===== config.mk =====
export PLATFORM = sky130hd
export DESIGN_NAME = mem_port_arbiter
export DESIGN_NICKNAME = d
export VERILOG_FILES = /design/src/rtl/arm_mem_arb_pkg.sv /design/src/rtl/mem_wait_counter.sv /design/src/rtl/mem_port_arbiter.sv
export SDC_FILE = /design/constraint.sdc
export NUM_CORES = 1
export LEC_CHECK = 0
export BUFFER_PORTS_ARGS = -buffer_cell sky130_fd_sc_hd__buf_2
export CAP_MARGIN = 10
export CORE_MARGIN = 2
export CORE_UTILIZATION = 30
export DETAILED_ROUTE_END_ITERATION = 7
export MAX_ROUTING_LAYER = met4
export PLACE_DENSITY = 0.64
export REMOVE_ABC_BUFFERS = 1
export SYNTH_ARGS = -nofsm -noshare
export SYNTH_HDL_FRONTEND = slang
export SYNTH_SLANG_ARGS = --single-unit

===== constraint.sdc =====
create_clock -name clk -period 1.65 [get_ports clk]
set_clock_uncertainty 0.15 [all_clocks]
set_input_delay 0.33 -clock clk [delete_from_list [all_inputs] [get_ports clk]]
set_output_delay 0.33 -clock clk [all_outputs]
set_load 0.005 [all_outputs]

===== src/rtl/arm_mem_arb_pkg.sv =====
// Shared types and defaults for the unified-memory port arbiter.
// The MEM_ARB_ROUND_ROBIN_EN build uses OWNER_* to track the last grant.
package arm_mem_arb_pkg;

  localparam int unsigned ADDR_W_DEF = 32;
  localparam int unsigned DATA_W_DEF = 32;
  localparam int unsigned CNT_W      = 4;

  typedef enum logic [2:0] {
    IDLE   = 3'd0,
    BUSY_I = 3'd1,
    BUSY_D = 3'd2,
    DONE_I = 3'd3,
    DONE_D = 3'd4
  } arb_state_t;

  typedef logic owner_t;
  localparam owner_t OWNER_INSTR = 1'b0;
  localparam owner_t OWNER_DATA  = 1'b1;

  // Wait counter load value: LATENCY busy cycles means the counter starts at LATENCY-1.
  function automatic logic [CNT_W-1:0] wait_load(input int unsigned latency);
    int unsigned w_val;
    w_val = latency - 1;
    return w_val[CNT_W-1:0];
  endfunction

endpackage


===== src/rtl/mem_wait_counter.sv =====
// Loadable 4-bit down-counter that times the memory busy phase.
// Load has priority over decrement; decrement saturates at zero.
module mem_wait_counter
  import arm_mem_arb_pkg::*;
#(
  parameter int unsigned W = CNT_W
) (
  input  logic         clk,
  input  logic         rst,
  input  logic         i_load,
  input  logic [W-1:0] i_load_val,
  input  logic         i_dec,
  output logic         o_zero
);

  logic [W-1:0] r_count;

  always_ff @(posedge clk or negedge rst) begin
    if (!rst) begin
      r_count <= '0;
    end else if (i_load) begin
      r_count <= i_load_val;
    end else if (i_dec && (r_count != '0)) begin
      r_count <= r_count - 1'b1;
    end
  end

  assign o_zero = (r_count == '0);

endmodule


===== src/rtl/mem_port_arbiter.sv =====
// Arbitrates IF and MEM stage accesses onto one single-port memory with fixed latency.
// Define MEM_ARB_ROUND_ROBIN_EN to alternate winners under contention instead of data-first.
module mem_port_arbiter
  import arm_mem_arb_pkg::*;
#(
  parameter int unsigned ADDR_W  = ADDR_W_DEF,
  parameter int unsigned DATA_W  = DATA_W_DEF,
  parameter int unsigned LATENCY = 2  // legal range 1..15
) (
  input  logic              clk,
  input  logic              rst,
  input  logic              instr_req,
  input  logic [ADDR_W-1:0] instr_addr,
  output logic [DATA_W-1:0] instr_rdata,
  output logic              instr_ack,
  output logic              instr_stall,
  input  logic              data_req,
  input  logic              data_we,
  input  logic [ADDR_W-1:0] data_addr,
  input  logic [DATA_W-1:0] data_wdata,
  output logic [DATA_W-1:0] data_rdata,
  output logic              data_ack,
  output logic              data_stall,
  output logic              mem_en,
  output logic              mem_we,
  output logic [ADDR_W-1:0] mem_addr,
  output logic [DATA_W-1:0] mem_wdata,
  input  logic [DATA_W-1:0] mem_rdata
);

  arb_state_t        r_state;
  arb_state_t        w_state_next;
  logic [ADDR_W-1:0] r_addr;
  logic [DATA_W-1:0] r_wdata;
  logic              r_we;
  logic [DATA_W-1:0] r_instr_rdata;
  logic [DATA_W-1:0] r_data_rdata;
  logic              w_idle;
  logic              w_grant_data;
  logic              w_grant_instr;
  logic              w_cnt_load;
  logic              w_cnt_dec;
  logic              w_cnt_zero;

  assign w_idle = (r_state == IDLE);

`ifdef MEM_ARB_ROUND_ROBIN_EN
  owner_t r_last_owner;

  // Under contention the requester that did not win last time is served.
  always_comb begin
    w_grant_data  = 1'b0;
    w_grant_instr = 1'b0;
    if (w_idle) begin
      if (data_req && instr_req) begin
        w_grant_data  = (r_last_owner == OWNER_INSTR);
        w_grant_instr = (r_last_owner == OWNER_DATA);
      end else begin
        w_grant_data  = data_req;
        w_grant_instr = instr_req;
      end
    end
  end

  always_ff @(posedge clk or negedge rst) begin
    if (!rst) begin
      r_last_owner <= OWNER_INSTR;
    end else if (w_grant_data) begin
      r_last_owner <= OWNER_DATA;
    end else if (w_grant_instr) begin
      r_last_owner <= OWNER_INSTR;
    end
  end
`else
  // Data wins: the MEM-stage instruction is older than the one being fetched.
  always_comb begin
    w_grant_data  = w_idle && data_req;
    w_grant_instr = w_idle && instr_req && !data_req;
  end
`endif

  always_comb begin
    w_state_next = r_state;
    w_cnt_load   = 1'b0;
    w_cnt_dec    = 1'b0;
    unique case (r_state)
      IDLE: begin
        if (w_grant_data) begin
          w_state_next = BUSY_D;
          w_cnt_load   = 1'b1;
        end else if (w_grant_instr) begin
          w_state_next = BUSY_I;
          w_cnt_load   = 1'b1;
        end
      end
      BUSY_I: begin
        if (w_cnt_zero) w_state_next = DONE_I;
        else            w_cnt_dec    = 1'b1;
      end
      BUSY_D: begin
        if (w_cnt_zero) w_state_next = DONE_D;
        else            w_cnt_dec    = 1'b1;
      end
      DONE_I, DONE_D: w_state_next = IDLE;
      default:        w_state_next = IDLE;
    endcase
  end

  mem_wait_counter #(
    .W (CNT_W)
  ) u_wait_counter (
    .clk        (clk),
    .rst        (rst),
    .i_load     (w_cnt_load),
    .i_load_val (wait_load(LATENCY)),
    .i_dec      (w_cnt_dec),
    .o_zero     (w_cnt_zero)
  );

  always_ff @(posedge clk or negedge rst) begin
    if (!rst) begin
      r_state <= IDLE;
    end else begin
      r_state <= w_state_next;
    end
  end

  // Request fields are captured only at grant; later input changes are ignored.
  always_ff @(posedge clk or negedge rst) begin
    if (!rst) begin
      r_addr  <= '0;
      r_wdata <= '0;
      r_we    <= 1'b0;
    end else if (w_grant_data) begin
      r_addr  <= data_addr;
      r_wdata <= data_wdata;
      r_we    <= data_we;
    end else if (w_grant_instr) begin
      r_addr  <= instr_addr;
      r_wdata <= '0;
      r_we    <= 1'b0;
    end
  end

  always_ff @(posedge clk or negedge rst) begin
    if (!rst) begin
      r_instr_rdata <= '0;
      r_data_rdata  <= '0;
    end else if (w_cnt_zero) begin
      if (r_state == BUSY_I) begin
        r_instr_rdata <= mem_rdata;
      end else if (r_state == BUSY_D) begin
        r_data_rdata  <= r_we ? '0 : mem_rdata;
      end
    end
  end

  // Strobes decode straight from the state flop so an async reset drops them at once.
  assign mem_en      = (r_state == BUSY_I) || (r_state == BUSY_D);
  assign mem_we      = (r_state == BUSY_D) && r_we;
  assign mem_addr    = r_addr;
  assign mem_wdata   = r_wdata;
  assign instr_ack   = (r_state == DONE_I);
  assign data_ack    = (r_state == DONE_D);
  assign instr_rdata = r_instr_rdata;
  assign data_rdata  = r_data_rdata;
  assign instr_stall = instr_req && !instr_ack;
  assign data_stall  = data_req && !data_ack;

endmodule

== Word level (Yosys, flattened, before mapping) ==
Index checks and enable logic that the tools add are counted.

* Bits in registers: 136
* Latch bits: 0
* RAM bits: 0
* Bits in read-only memories: 0
* Input port bits: 133
* Output and inout port bits: 134
* Word-level logic and storage cells: 55
* Memories kept: 0

* Add/sub/neg operators: 1
* $mul: 0
* Div/mod/pow operators: 0
* Magnitude comparators: 0
* Equality and inequality tests: 7
* Shift-type cells: 0
* Multiplexer cells: 19
* Bitwise gates (word level): 1
* Reductions and logical operators: 20

{| class="wikitable"
|+ Operator list
! operator !! number
|-
| $mux 32 || 5
|-
| $mux 3 || 4
|-
| $pmux 3 s3 || 1
|-
| $mux 4 || 2
|-
| $logic_and 1x1->1 || 7
|-
| $mux 1 || 7
|-
| $eq 3x2->1 const B || 2
|-
| $reduce_and 3->1 || 2
|-
| $logic_not 4->1 || 1
|-
| $ne 2x1->1 const B || 2
|-
| $reduce_bool 2->1 || 2
|-
| $reduce_bool 4->1 || 1
|-
| $sub 4x1->4 const B || 1
|-
| $eq 3x1->1 const B || 1
|-
| $eq 3x3->1 const B || 1
|-
| $logic_not 1->1 || 3
|-
| $logic_not 3->1 || 1
|-
| $ne 3x1->1 const B || 1
|-
| $reduce_and 2->1 || 1
|-
| $reduce_or 2->1 || 1
|-
| $logic_or 1x1->1 || 1
|-
| $not 1->1 || 1
|}

== Longest topological paths before layout ==
* Depth in word-level cells: 7
* Gate-level depth with buffers: 6
* Depth with buffers taken out: 5

== Cells and area by module ==
A second synthesis with hierarchy kept.

* Cells, all modules: 440
* Area total of the unflattened synthesis: 5,788.1 µm²

{| class="wikitable"
|+ Modules (own cells, without submodules)
! module !! times used !! cells an instance !! area each (µm²) !! seq. area each (µm²)
|-
| mem_port_arbiter || 1 || 413 || 5,535.3 || 3,303.2
|-
| mem_wait_counter || 1 || 27 || 252.7 || 100.1
|}

== Worst setup path after synthesis ==
Ideal clock, no wire load.

* Path type: register to register
* Start: register u_wait_counter.r_count[0]
* End: register r_instr_rdata[10], in the netlist instr_rdata[10]
* Setup time: 0.125 ns
* Data arrival time: 1.456 ns
* Required time: 1.375 ns
* Path slack: -0.080 ns
* Cell stages (with the launch flop): 7
* Buffers on the path: 1
* Clock period less this slack: 1.730 ns
* Cell sequence: dfrtp_1 > inv_1 > ha_1 > nor4b_4 > nand3b_1 > buf_2 > mux2_2

* Word-level cells in the longest chain between the ends: 2

{| class="wikitable"
|+ RTL lines
! element !! line !! source
|-
| start: declaration || mem_wait_counter.sv:16 || <nowiki>logic [W-1:0] r_count;</nowiki>
|-
| start signal: assignment || mem_wait_counter.sv:22 || <nowiki>r_count <= i_load_val;</nowiki>
|-
| start signal: assignment || mem_wait_counter.sv:24 || <nowiki>r_count <= r_count - 1'b1;</nowiki>
|-
| $logic_not 4->1 || mem_wait_counter.sv:28 || <nowiki>assign o_zero = (r_count == '0);</nowiki>
|-
| $reduce_and 2->1 (no source line) || -- ||
|-
| end signal: assignment || mem_port_arbiter.sv:151 || <nowiki>r_instr_rdata <= mem_rdata;</nowiki>
|-
| end: declaration || mem_port_arbiter.sv:36 || <nowiki>logic [DATA_W-1:0] r_instr_rdata;</nowiki>
|}

No other way between the ends.
A chain may end at the register's enable or synchronous reset.

== Worst setup path in the final report ==
* Start: register r_state[0]
* End: output data_stall

* Word-level cells in the longest chain between the ends: 3

{| class="wikitable"
|+ RTL lines
! element !! line !! source
|-
| start: declaration || mem_port_arbiter.sv:31 || <nowiki>arb_state_t r_state;</nowiki>
|-
| start signal: assignment || mem_port_arbiter.sv:124 || <nowiki>r_state <= w_state_next;</nowiki>
|-
| $eq 3x3->1 || mem_port_arbiter.sv:164 || <nowiki>assign data_ack = (r_state == DONE_D);</nowiki>
|-
| $logic_not 1->1 || mem_port_arbiter.sv:168 || <nowiki>assign data_stall = data_req && !data_ack;</nowiki>
|-
| $logic_and 1x1->1 || mem_port_arbiter.sv:168 ||
|-
| end: declaration || mem_port_arbiter.sv:23 || <nowiki>output logic data_stall,</nowiki>
|}

No other way between the ends.

==> results.json <==
{
  "status": "finished, violations left",
  "violations": "setup timing",
  "antenna_found_initial": 1,
  "holdCritPathClass": "input port to register",
  "grt_start_max_net_pins": 49,
  "post-route-drc-count": 0,
  "core-area_sq_um": 18710,
  "slowest_delay_ps": 450,
  "layout_common_cells": "buf_2, dfrtp_1, dlygate4sd3_1",
  "slew_viol_final": 0,
  "syn_area_per_cell_sq_um": 13.11,
  "via_per_inst": 4.845,
  "start_kind": "register",
  "io_buffers": 266,
  "initial_core_util_pct": 30.64,
  "async_flop_share_pct": 100.0,
  "fin_ws_ps": -304.3,
  "place_congestion": 0.8272,
  "drtIter0Drc": 237,
  "synth.yosys.warnings": 0,
  "nets": 970,
  "yosys.area.top_type": "dfrtp_1",
  "grt_util_all_layers_pct": 19.44,
  "worstMarginPinSlew_ps": 324.1,
  "relSlewSlack_pct": 78.20,
  "cts_made_buffers": 17,
  "synth_top_area_share_pct": 59.39,
  "finalSetupViolCount": 140,
  "fp.dieArea_sq_um": 20220,
  "finalHoldViolations": 0,
  "rsz0062_at_grt": "yes",
  "wl_per_cell_um": 18.18,
  "grt_pass1_wl_um": 29280,
  "first_global_vias": 5626,
  "ys_types": 34,
  "required_ps": 1170,
  "crit_arrival_ps": 1470,
  "htree_levels": 4,
  "wirelength_um": 19690,
  "crit_chain": "buf_6 > nor3b_2 > buf_4 > nor2_2 > buf_2",
  "vias": 5247,
  "yosys_register_bits": 136,
  "hpwlAfterDp_um": 11170,
  "overflow": 0,
  "ys_top_cells_by_area": "dfrtp_1, mux2_2, a22o_1",
  "layout-drive-gt1-share_pct": 56.01,
  "max_cap_violations": 0,
  "cts_tree": "built",
  "path_max_fanout": 4,
  "clkSinkCount": 136,
  "ir_worst_vdd_uv": 790.2,
  "syn_inst": 437,
  "clock_latency_ps": 410,
  "tns_ps": -24590,
  "p_leak_nw": 4.792,
  "boundaryPins": 267,
  "grt_use_met2_pct": 32.52,
  "layout-area-overhead-vs-synth_pct": 71.24,
  "hold_slack_ps": 13.41,
  "grt_use_met1_pct": 23.38,
  "critPathKind": "register to output pin",
  "clkTransAtPathRegs_ps": 60,
  "ant_nets": 0,
  "rows": 50,
  "cts_buffer_depth": 2,
  "fin_crit_ps": 1954,
  "ys.flop_type": "dfrtp_1",
  "met3_usage_pct": 3.264,
  "die_h_um": 142.2,
  "crit_path_end_kind": "output pin",
  "clockRootBuffer": "clkbuf_16",
  "top_usage_layer": "met2",
  "finalCritPeriodShare_pct": 118.4,
  "power_density_nw_per_um2": 1929,
  "slowest_stage": "dfrtp_2",
  "drt_pass1_iterations": 4,
  "synth-edff-count": 0,
  "netlist_area_sq_um": 5730,
  "yosysSeqAreaShare_pct": 59.39,
  "fmax_mhz": 511.7,
  "layout_commonest_cell": "buf_2",
  "fp.dieW_um": 142.2
}
## critical path: cells and delay by family (launching register included)
family,cells,cell delay (ps)
buf+inv,3,420
flops,1,450
simple gates,2,200
## final cells by class
type                            instances  area (sq um)
Timing Repair Buffer                  415          3132
Sequential cell                       136          3407
Multi-Input combinational cell        262          2376
Tap cell                              234         292.8
Antenna cell                            1         2.502
Fill cell                            1604          8892
Inverter                                4         15.01
Clock inverter                         11         121.4
Clock buffer                           20         466.7
## through the flow
stage,utilization [%],setup slack (ps),std cells,instance area (sq um),power [mW]
floorplan,-,-4689,402,5552,9.072
global placement,40.65,-106.2,937,7604,12.57
detailed placement,40.65,-130.6,937,7604,12.75
CTS,51.03,-306.0,1070,9545,18.24
global route,52.46,-401.1,1083,9813,20.10
finish,52.46,-304.3,1083,9813,18.93
## worst paths after layout
check	from	endpoint	slack, ps	depth (start not counted)
max reg2reg	u_wait_counter.r_count[1]	data_rdata[22]	-230	7
min reg2reg	mem_wdata[19]	mem_wdata[19]	340	1
min in group asynchronous	rst	mem_addr[16]	210	2
min	mem_rdata[26]	instr_rdata[26]	10	2
max	r_state[0]	data_stall	-300	5
max in group asynchronous	rst	mem_wdata[8]	580	3
## routing by layer
metal	up-vias	routed length, um
li1	2426	-
met1	2576	8274
met2	211	10030
met3	34	953
met4	0	437
met5	-	0
## flip-flops by register name, summed over array words and instances, names as in the netlist
name and cells:
mem_addr 32, r_state 3, data_rdata 32, mem_wdata 32, instr_rdata 32, u_wait_counter.r_count 4
r_we 1
## synthesized netlist by cell type (2+ instances only)
cell and number:
mux2i_1 2, inv_1 4, nand2_1 31, clkbuf_1 14
a32oi_1 31, o21ai_0 5, dfrtp_1 136, nor3_1 4
buf_6 3, buf_2 17, mux2_2 66, a22o_1 33
nor2b_1 34, nor3b_1 2, a22oi_1 32, nor2_1 4
or3_1 2
## cells by family (layout without fill, tap and decap cells)
kind of cell | after synthesis | in the layout | share of synthesized area [%]
buffers and inverters | 39 | 450 | 3.384
DFF | 136 | 136 | 59.39
adders and majority gates | 1 | 1 | 0.2183
xor gates and xnor gates | 1 | 1 | 0.1529
and+or+nand+nor | 87 | 87 | 8.712
muxes | 68 | 68 | 13.32
AOI/OAI and AO/OA | 105 | 105 | 14.83
other | 0 | 1 | 0
## what timing repair did
item | 4_1_cts | 5_1_grt
buffers inserted | 9 | 12
pin swaps | 8 | 18
endpoints found under the hold margin | 205 | 1
resized for setup | 40 | 42
endpoints found under the setup margin | 107 | 140
gates cloned | 11 | 4
hold buffers | 82 | 1
## where the power goes
| part | leakage, nW | internal (mW) | switching, mW |
|---|---|---|---|
| combinational | 2.86 | 5.27 | 3.83 |
| clock | 0.288 | 2.34 | 1.45 |
| sequential | 1.65 | 4.99 | 1.05 |
| total | 4.79 | 12.6 | 6.33 |
Power figures use the tool's default switching activity.
